<file path="src/rtl/fetch_queue_pkg.sv">
`default_nettype none
// ============================================================================
// Module      : fetch_queue_pkg
// Description : Shared widths, defaults, operation encoding and parameter
//               helper functions for the fetch queue slice.
// Revision    : 1.0 - initial release
// ============================================================================
package fetch_queue_pkg;

    // Pipeline width defaults shared by fetch, the queue and decode
    localparam int FQ_IWIDTH_DEFAULT   = 32;
    localparam int FQ_PC_WIDTH_DEFAULT = 32;
    localparam int FQ_DEPTH_DEFAULT    = 4;

    // Per-cycle queue operation, {push, pop}
    typedef enum logic [1:0] {
        FQ_OP_HOLD = 2'b00,
        FQ_OP_POP  = 2'b01,
        FQ_OP_PUSH = 2'b10,
        FQ_OP_BOTH = 2'b11
    } fq_op_e;

    // Depth must be a power of two so the pointers wrap for free
    function automatic bit fq_depth_ok(input int depth);
        return (depth >= 2) && ((depth & (depth - 1)) == 0);
    endfunction

    // Occupancy needs one bit more than the pointers to represent "full"
    function automatic int fq_cnt_width(input int depth);
        return $clog2(depth) + 1;
    endfunction

endpackage : fetch_queue_pkg
`default_nettype wire

</file>
<file path="src/rtl/fetch_queue_mem.sv">
`default_nettype none
// ============================================================================
// Module      : fetch_queue_mem
// Description : Entry storage for the fetch queue. One synchronous write
//               port and one asynchronous read port. Contents are not reset.
// Revision    : 1.0 - initial release
// ============================================================================
module fetch_queue_mem
    import fetch_queue_pkg::*;
#(
    parameter int DEPTH  = FQ_DEPTH_DEFAULT,
    parameter int DWIDTH = FQ_IWIDTH_DEFAULT + FQ_PC_WIDTH_DEFAULT,
    parameter int AWIDTH = $clog2(DEPTH)
) (
    input  logic              clk,
    input  logic              i_we,
    input  logic [AWIDTH-1:0] i_waddr,
    input  logic [DWIDTH-1:0] i_wdata,
    input  logic [AWIDTH-1:0] i_raddr,
    output logic [DWIDTH-1:0] o_rdata
);

    logic [DWIDTH-1:0] r_mem [DEPTH];

    // Write port: capture the entry on an accepted push
    always_ff @(posedge clk) begin
        if (i_we) begin
            r_mem[i_waddr] <= i_wdata;
        end
    end

    // Read port is combinational so the head falls through immediately
    assign o_rdata = r_mem[i_raddr];

endmodule : fetch_queue_mem
`default_nettype wire

</file>
<file path="src/rtl/fetch_queue.sv">
`default_nettype none
// ============================================================================
// Module      : fetch_queue
// Description : First-word-fall-through instruction queue between fetch and
//               decode. Throttles fetch at an almost-full level, supports a
//               flush that discards everything, and an optional pass-through
//               path that hands an instruction straight to decode when the
//               queue is empty.
// Revision    : 1.0 - initial release
// ============================================================================
module fetch_queue
    import fetch_queue_pkg::*;
#(
    parameter int IWIDTH    = FQ_IWIDTH_DEFAULT,
    parameter int PC_WIDTH  = FQ_PC_WIDTH_DEFAULT,
    parameter int DEPTH     = FQ_DEPTH_DEFAULT,
    parameter int AFULL_LVL = DEPTH - 1,
    parameter bit BYPASS    = 1'b0
) (
    input  logic                           fq_clk,
    input  logic                           fq_rst,
    input  logic                           fq_i_ce,
    input  logic [IWIDTH-1:0]              fq_i_instr,
    input  logic [PC_WIDTH-1:0]            fq_i_pc,
    output logic                           fq_o_stall,
    input  logic                           fq_i_stall,
    input  logic                           fq_i_flush,
    output logic                           fq_o_ce,
    output logic [IWIDTH-1:0]              fq_o_instr,
    output logic [PC_WIDTH-1:0]            fq_o_pc,
    output logic [fq_cnt_width(DEPTH)-1:0] fq_o_count
);

    localparam int c_aw = $clog2(DEPTH);
    localparam int c_cw = fq_cnt_width(DEPTH);
    localparam int c_dw = PC_WIDTH + IWIDTH;

    localparam logic [c_cw-1:0] c_depth   = c_cw'(DEPTH);
    localparam logic [c_cw-1:0] c_afull   = c_cw'(AFULL_LVL);
    localparam logic [c_cw-1:0] c_cnt_one = c_cw'(1);
    localparam logic [c_aw-1:0] c_ptr_one = c_aw'(1);

    // Reject illegal configurations at elaboration time
    generate
        if (!fq_depth_ok(DEPTH) || (AFULL_LVL < 1) || (AFULL_LVL > DEPTH)) begin : g_bad_params
            $error("fetch_queue: DEPTH must be a power of two >= 2 and AFULL_LVL within 1..DEPTH");
        end
    endgenerate

    logic [c_aw-1:0] r_wr_ptr;
    logic [c_aw-1:0] r_rd_ptr;
    logic [c_cw-1:0] r_count;

    logic            w_q_valid;   // at least one stored entry
    logic            w_bypass;    // empty queue presenting fetch input directly
    logic            w_byp_take;  // pass-through instruction consumed by decode
    logic            w_pop;       // stored head consumed by decode
    logic            w_push;      // fetch input written into storage
    logic [c_dw-1:0] w_rdata;
    fq_op_e          w_op;

    assign w_q_valid = (r_count != '0);

    // The pass-through path only exists when it is configured in
    generate
        if (BYPASS) begin : g_bypass
            assign w_bypass = fq_i_ce && !w_q_valid;
        end else begin : g_no_bypass
            assign w_bypass = 1'b0;
        end
    endgenerate

    // Flush outranks everything: no pop, no pass-through, no push
    assign w_pop      = w_q_valid && !fq_i_stall && !fq_i_flush;
    assign w_byp_take = w_bypass && !fq_i_stall && !fq_i_flush;

    // A full queue still accepts when the head leaves in the same cycle.
    // A pass-through instruction that decode takes is never stored; one
    // that decode stalls on is written so it stays at the head.
    assign w_push = fq_i_ce && !fq_i_flush && !w_byp_take
                 && ((r_count != c_depth) || w_pop);

    assign w_op = fq_op_e'({w_push, w_pop});

    fetch_queue_mem #(
        .DEPTH  (DEPTH),
        .DWIDTH (c_dw),
        .AWIDTH (c_aw)
    ) u_mem (
        .clk     (fq_clk),
        .i_we    (w_push),
        .i_waddr (r_wr_ptr),
        .i_wdata ({fq_i_pc, fq_i_instr}),
        .i_raddr (r_rd_ptr),
        .o_rdata (w_rdata)
    );

    // Pointer and occupancy update; reset and flush both empty the queue
    always_ff @(posedge fq_clk) begin
        if (!fq_rst || fq_i_flush) begin
            r_wr_ptr <= '0;
            r_rd_ptr <= '0;
            r_count  <= '0;
        end else begin
            // Power-of-two depth lets the pointers wrap by natural overflow
            if (w_push) begin
                r_wr_ptr <= r_wr_ptr + c_ptr_one;
            end
            if (w_pop) begin
                r_rd_ptr <= r_rd_ptr + c_ptr_one;
            end
            unique case (w_op)
                FQ_OP_PUSH: r_count <= r_count + c_cnt_one;
                FQ_OP_POP:  r_count <= r_count - c_cnt_one;
                default:    r_count <= r_count;
            endcase
        end
    end

    // Decode-side outputs: stored head first, then pass-through, else zeros
    always_comb begin
        fq_o_ce    = 1'b0;
        fq_o_instr = '0;
        fq_o_pc    = '0;
        if (!fq_i_flush) begin
            if (w_q_valid) begin
                fq_o_ce               = 1'b1;
                {fq_o_pc, fq_o_instr} = w_rdata;
            end else if (w_bypass) begin
                fq_o_ce    = 1'b1;
                fq_o_instr = fq_i_instr;
                fq_o_pc    = fq_i_pc;
            end
        end
    end

    // Fetch is held off near full and while the pipe is being flushed
    assign fq_o_stall = (r_count >= c_afull) || fq_i_flush;
    assign fq_o_count = r_count;

endmodule : fetch_queue
`default_nettype wire

</file>
<file path="config.mk">
export PLATFORM = sky130hd
export DESIGN_NAME = fetch_queue
export DESIGN_NICKNAME = d
export VERILOG_FILES = /design/src/rtl/fetch_queue_pkg.sv /design/src/rtl/fetch_queue_mem.sv /design/src/rtl/fetch_queue.sv
export SDC_FILE = /design/constraint.sdc
export NUM_CORES = 1
export LEC_CHECK = 0
export CAP_MARGIN = 0
export CORE_ASPECT_RATIO = 0.6
export CORE_UTILIZATION = 54
export CTS_CLUSTER_DIAMETER = 200
export CTS_CLUSTER_SIZE = 40
export DETAILED_ROUTE_END_ITERATION = 10
export DONT_BUFFER_PORTS = 1
export MAX_ROUTING_LAYER = met4
export PLACE_DENSITY = 0.78
export SETUP_SLACK_MARGIN = 0.05
export SLEW_MARGIN = 30
export SYNTH_ARGS = -nofsm -noshare
export SYNTH_HDL_FRONTEND = slang
export SYNTH_HIERARCHICAL = 1
export SYNTH_SLANG_ARGS = --single-unit
</file>
<file path="constraint.sdc">
create_clock -name fq_clk -period 19.65 [get_ports fq_clk]
set_input_delay 5.895 -clock fq_clk [delete_from_list [all_inputs] [get_ports fq_clk]]
set_output_delay 5.895 -clock fq_clk [all_outputs]
set_load 0.02 [all_outputs]
</file>
Word-level counts from Yosys, hierarchy flattened:

Memories as Yosys holds them, arrays and structs flattened. A register that Yosys moved wholly into a read port is not among the register bits.
Index checks and enable logic that the tools add are counted.

* register bits: 7
* latch bits: 0
* bits in writable memories: 256
* memory bits (read-only): 0
* input bits: 69
* output and inout bits: 69
* memories: 1

Memory list
* u_mem.r_mem: depth 4, bits a word 64, read ports 1, clocked after Yosys merged registers in 1, write ports 1, line fetch_queue_mem.sv:23 `logic [DWIDTH-1:0] r_mem [DEPTH];`

* add/sub/neg operators: 4
* multiply operators: 0
* divide/modulo/power cells: 0
* $lt $le $gt $ge: 1
* eq/ne operators: 3
* shift operators: 0
* multiplexer cells: 11
* bitwise gates (word level): 0
* reductions and logical operators: 12

Operators by type and width (number)
* 32-bit 2-to-1 mux: 4
* 3-bit one-hot mux with 2 select lines: 1
* 2-bit by 1-bit adder with 2-bit output (second input constant): 2
* 1-bit logical AND: 4
* 1-bit 2-to-1 mux: 4
* 2-bit 2-to-1 mux: 2
* 3-bit by 1-bit adder with 3-bit output (second input constant): 1
* 3-bit by 2-bit >= comparator with 1-bit output (second input constant): 1
* 1-bit zero test: 3
* 1-bit logical OR: 3
* 3-bit inequality test (second input constant): 1
* 3-bit nonzero test: 1
* 3-bit by 1-bit subtractor with 3-bit output (second input constant): 1
* 2-bit by 1-bit equality test with 1-bit output (second input constant): 1
* 2-bit equality test (second input constant): 1
* 2-bit nonzero test: 1

Longest topological paths before layout:

* word-level depth: 7
* mapped depth: 7
* gate-level depth less buffers: 7

By module:

The synthesis kept the hierarchy.

By module, submodules not included
* fetch_queue_mem: times used 1, cells an instance 338, area each 9341.5 um^2
* fetch_queue: times used 1, cells an instance 130, area each 910.9 um^2

Least setup slack after synthesis:

Ideal clock, no wire load.

* path kind: in2out
* start point: input fq_i_flush
* end point: output fq_o_instr[0]
* arrival: 6.718 ns
* required time: 13.755 ns
* path slack: 7.037 ns
* stages on the path: 4
* path through: inv_1 clkbuf_1 clkbuf_1 and3_1

* longest elaborated chain between the ends: 1

RTL lines
* start: declaration: line fetch_queue.sv:27 `input logic fq_i_flush,`
* 32-bit 2-to-1 mux: line fetch_queue.sv:125 `if (!fq_i_flush) begin`
* end: declaration: line fetch_queue.sv:29 `output logic [IWIDTH-1:0] fq_o_instr,`

No other way between the ends.

Worst setup path in the final report:

* start point: input fq_i_flush
* end point: output fq_o_pc[27]

* longest elaborated chain between the ends: 1

RTL lines
* 32-bit 2-to-1 mux: line fetch_queue.sv:125
* end: declaration: line fetch_queue.sv:30 `output logic [PC_WIDTH-1:0] fq_o_pc,`

No other way between the ends.

==> summary.md <==
| Metric | Value |
|---|---|
| Largest net degree at the start of global routing | slightly below 70 |
| Post CTS Setup Buffer Count | 0 |
| Synth area leader | edfxtp_1 |
| Min Clock Period, post-route | roughly 13 ns |
| Leakage | 3.437 nW |
| Reg2Reg Depth | 5 |
| Area added between synthesis and finish | 4.992% |
| Synth Register Bits | 263 |
| CP endpoint kind | primary output |
| Iteration-0 DRC Markers | 373 |
| Post-synth EDFFs | 256 |
| Critical-path top delay cell | clkinv_2 |
| Total length of routed wires | 18150 µm |
| Fin Setup TNS | 0 ns |
| Die Area | 19560 µm² |
| Synthesized instance count | about 470 |
| CTS root buf | clkbuf_16 |
| CP max FO | 68 |
| Crit path kind | in2out |
| Min-delay worst type | reg2reg |
| Syn avg cell area | 21.91 µm² |
| CP Cell Sequence | clkinv_2 -> and3_1 |
| Antenna violations before repair | 0 |
| Initial core utilization | 56.01% |
| CP top delay family | buffers and inverters |
| Slew HR | between 30 and 40% |
| R2R Setup Slk | 16.85 ns |
| Yosys cell types | 34 |
| Cts bufs inserted | 10 |
| First-pass GRT wire length | 27430 µm |
| Antenna-violating nets left | 0 |
| Layout Cells excl Fill | approximately 700 |
| Synthesized area | between 10000 and 15000 µm² |
| Hold_sp | r_wr_ptr[0]$_SDFFE_PP0P_ |
| Slew @ Worst Pin | 0.9044 ns |
| Crit path required time | 13.75 ns |
| DP Wirelength | 10540 µm |
| Area of the multi-input gates | ~2200 µm² |
| Max-cap violations | 0 |
| Core Area | 18310 µm² |
| Max Freq | a little under 80 MHz |
| Die span in x | roughly 180 µm |
| Asr flop ratio synth | 0% |
| Max-slew violations | 0 |
| Worst path max stage delay | 0.58 ns |
| Clk sinks | around 260 |
| Tot GR Track Use | 19.40% |
| R2r endpoint | u_mem/r_mem[0][60]$_DFFE_PP_ |
| Synthesized netlist net count | 538 |
| Share of cells above drive strength 1 | 20.82% |
| Cell depth of the worst hold path | 2 |
| Fin Clk Skew | 0.01129 ns |
| Post-synth top area share | 74.98% |
| CTS hold repair buffers | 0 |
| ANT cells | 0 |
| Routability cong. | 0.7432 |
| Port bufs | 0 |
| Reg area | 7835 µm² |
| CTS tree | yes |
| RSZ-0062 raised after global routing | false |
| Status | complete, but fails checks |
| Crit path arrival time | 7.06 ns |
| # resized after CTS | 0 |
| Vias in the first global route | 4615 |
| Startpoint types | input port |
| CTS clk-pin slew, worst paths | 0.13 ns |
| Final core occ | between 50% and 60% |
| Fin worst setup slack | 6.692 ns |
| Failing checks | DRC |
| Fill count | 1265 |
| Pwr dens | 85.07 nW/µm² |
| Most frequent cell after synthesis | edfxtp_1 |
| Nets | 529 |
| Top post-synthesis cells by count | edfxtp_1, and3_1, mux4_2, clkbuf_1, nor2_1 |
| DR vias | 4430 |
| Top FF cell, synth | edfxtp_1 |
| Io pins | 138 |
| H-tree depth | 1 |
| CP bufs+invs | 1 |
| Final global-route overflow total | 0 |
| DIE HEIGHT | ~110 µm |
| Maximum vdd drop | between 70 and 80 µV |
| DP Cell Count | 685 |
| Worst reg2reg startpoint | fq_o_count[0]$_SDFFE_PP0P_ |
| Top post-synthesis cells by area | edfxtp_1, mux4_2, and3_1 |
| Avg Vias per Cell | 6.320 |
| Post-DR wirelength/cell | 25.89 µm |
| Post-synthesis sequential area ratio | 76.35% |
| DRC Markers | 11 |
| Clock buffer depth | 3 |
| Final hold violations | 0 |
| Final worst-path cycle share | approximately 66% |
| Total chip power | 0.0009157 W |
| Setup WS pre-CTS | between 6 and 7 ns |
| Final-report setup violation count | 0 |
| Hold Path Sink | r_wr_ptr[0]$_SDFFE_PP0P_ |
| Iteration count of the initial detailed-routing pass | 8 |
| Later-pin clock latency in the skew report | between 0.4 and 0.5 ns |
| Row count | 38 |
| YS warnings | 6 |
==> stage by stage <==
stage / hold WS [ns] / cell area, µm²
global route: 0.6800 / 10760
detailed placement: 0.6152 / 10410
finish: 0.6550 / 10760
floorplan: 0.4782 / 10250
CTS: 0.6547 / 10720
global placement: 0.5844 / 10370
==> cell families (layout without fill, tap and decap cells) <==
| logic type | after synthesis | count (layout) | share of synthesized area, % |
|---|---|---|---|
| flops | 263 | 263 | 76.35 |
| mux | 65 | 65 | 14.30 |
| simple gates | 96 | 96 | 5.882 |
| fa+ha+maj | 1 | 1 | 0.1953 |
| compound gates | 6 | 6 | 0.4393 |
| xor+xnor | 5 | 5 | 0.4272 |
| buf+inv | 32 | 25 | 2.404 |
==> flip-flops by register name (all words and copies together) (netlist names) <==
| name | flops |
|---|---|
| r_wr_ptr | 2 |
| u_mem/r_mem | 256 |
| r_rd_ptr | 2 |
| fq_o_count | 3 |
==> metal layers <==
| metal | GRT usage, % | wire [µm] |
|---|---|---|
| met2 | 29.79 | 8242 |
| met5 | - | 0 |
| met4 | 2.648 | 159 |
| met3 | 6.112 | 1721 |
| met1 | 26.43 | 8027 |
==> placed cells by master (no fill, tap or decap), types with 4 or more instances in the layout <==
master and count:
nand3_1 4, and3_2 4, nor2_1 8, and3_1 61, edfxtp_1 256, dfxtp_1 5
mux4_1 4, nand2_1 4, clkbuf_16 11, mux4_2 60
==> power breakdown <==
group / switching, W / internal [W]
logic: 0.0000191 / 0.0000105
registers: 0.00000255 / 0.000623
clock network: 0.000154 / 0.000106
total: 0.000176 / 0.000740
==> tightest hold or removal path: cells and delay by family (launching register included) <==
kind | cells | cell delay [ns]
xor gates and xnor gates | 1 | 0.19
DFF | 1 | 0.40
and+or+nand+nor | 1 | 0.04
==> worst max path at each step <==
stage	start	endpoint	cells past startpoint
global placement	fq_i_flush	fq_o_pc[11]	2
finish	fq_i_flush	fq_o_pc[27]	2
floorplan	fq_i_flush	fq_o_instr[0]	4
detailed placement	fq_i_flush	fq_o_pc[27]	2
global route	fq_i_flush	fq_o_instr[6]	2
CTS	fq_i_flush	fq_o_pc[27]	2
==> cell type report <==
type | instances | share of cell area (%)
flip-flops and latches | 263 | 72.79
multi-input cells | 173 | 20.40
well taps | 240 | 2.790
clock buffers | 13 | 2.627
repair buffers | 7 | 1.058
clock inverters | 1 | 0.1860
inverters | 4 | 0.1511
Note: power is estimated with default switching activity, not from simulation.
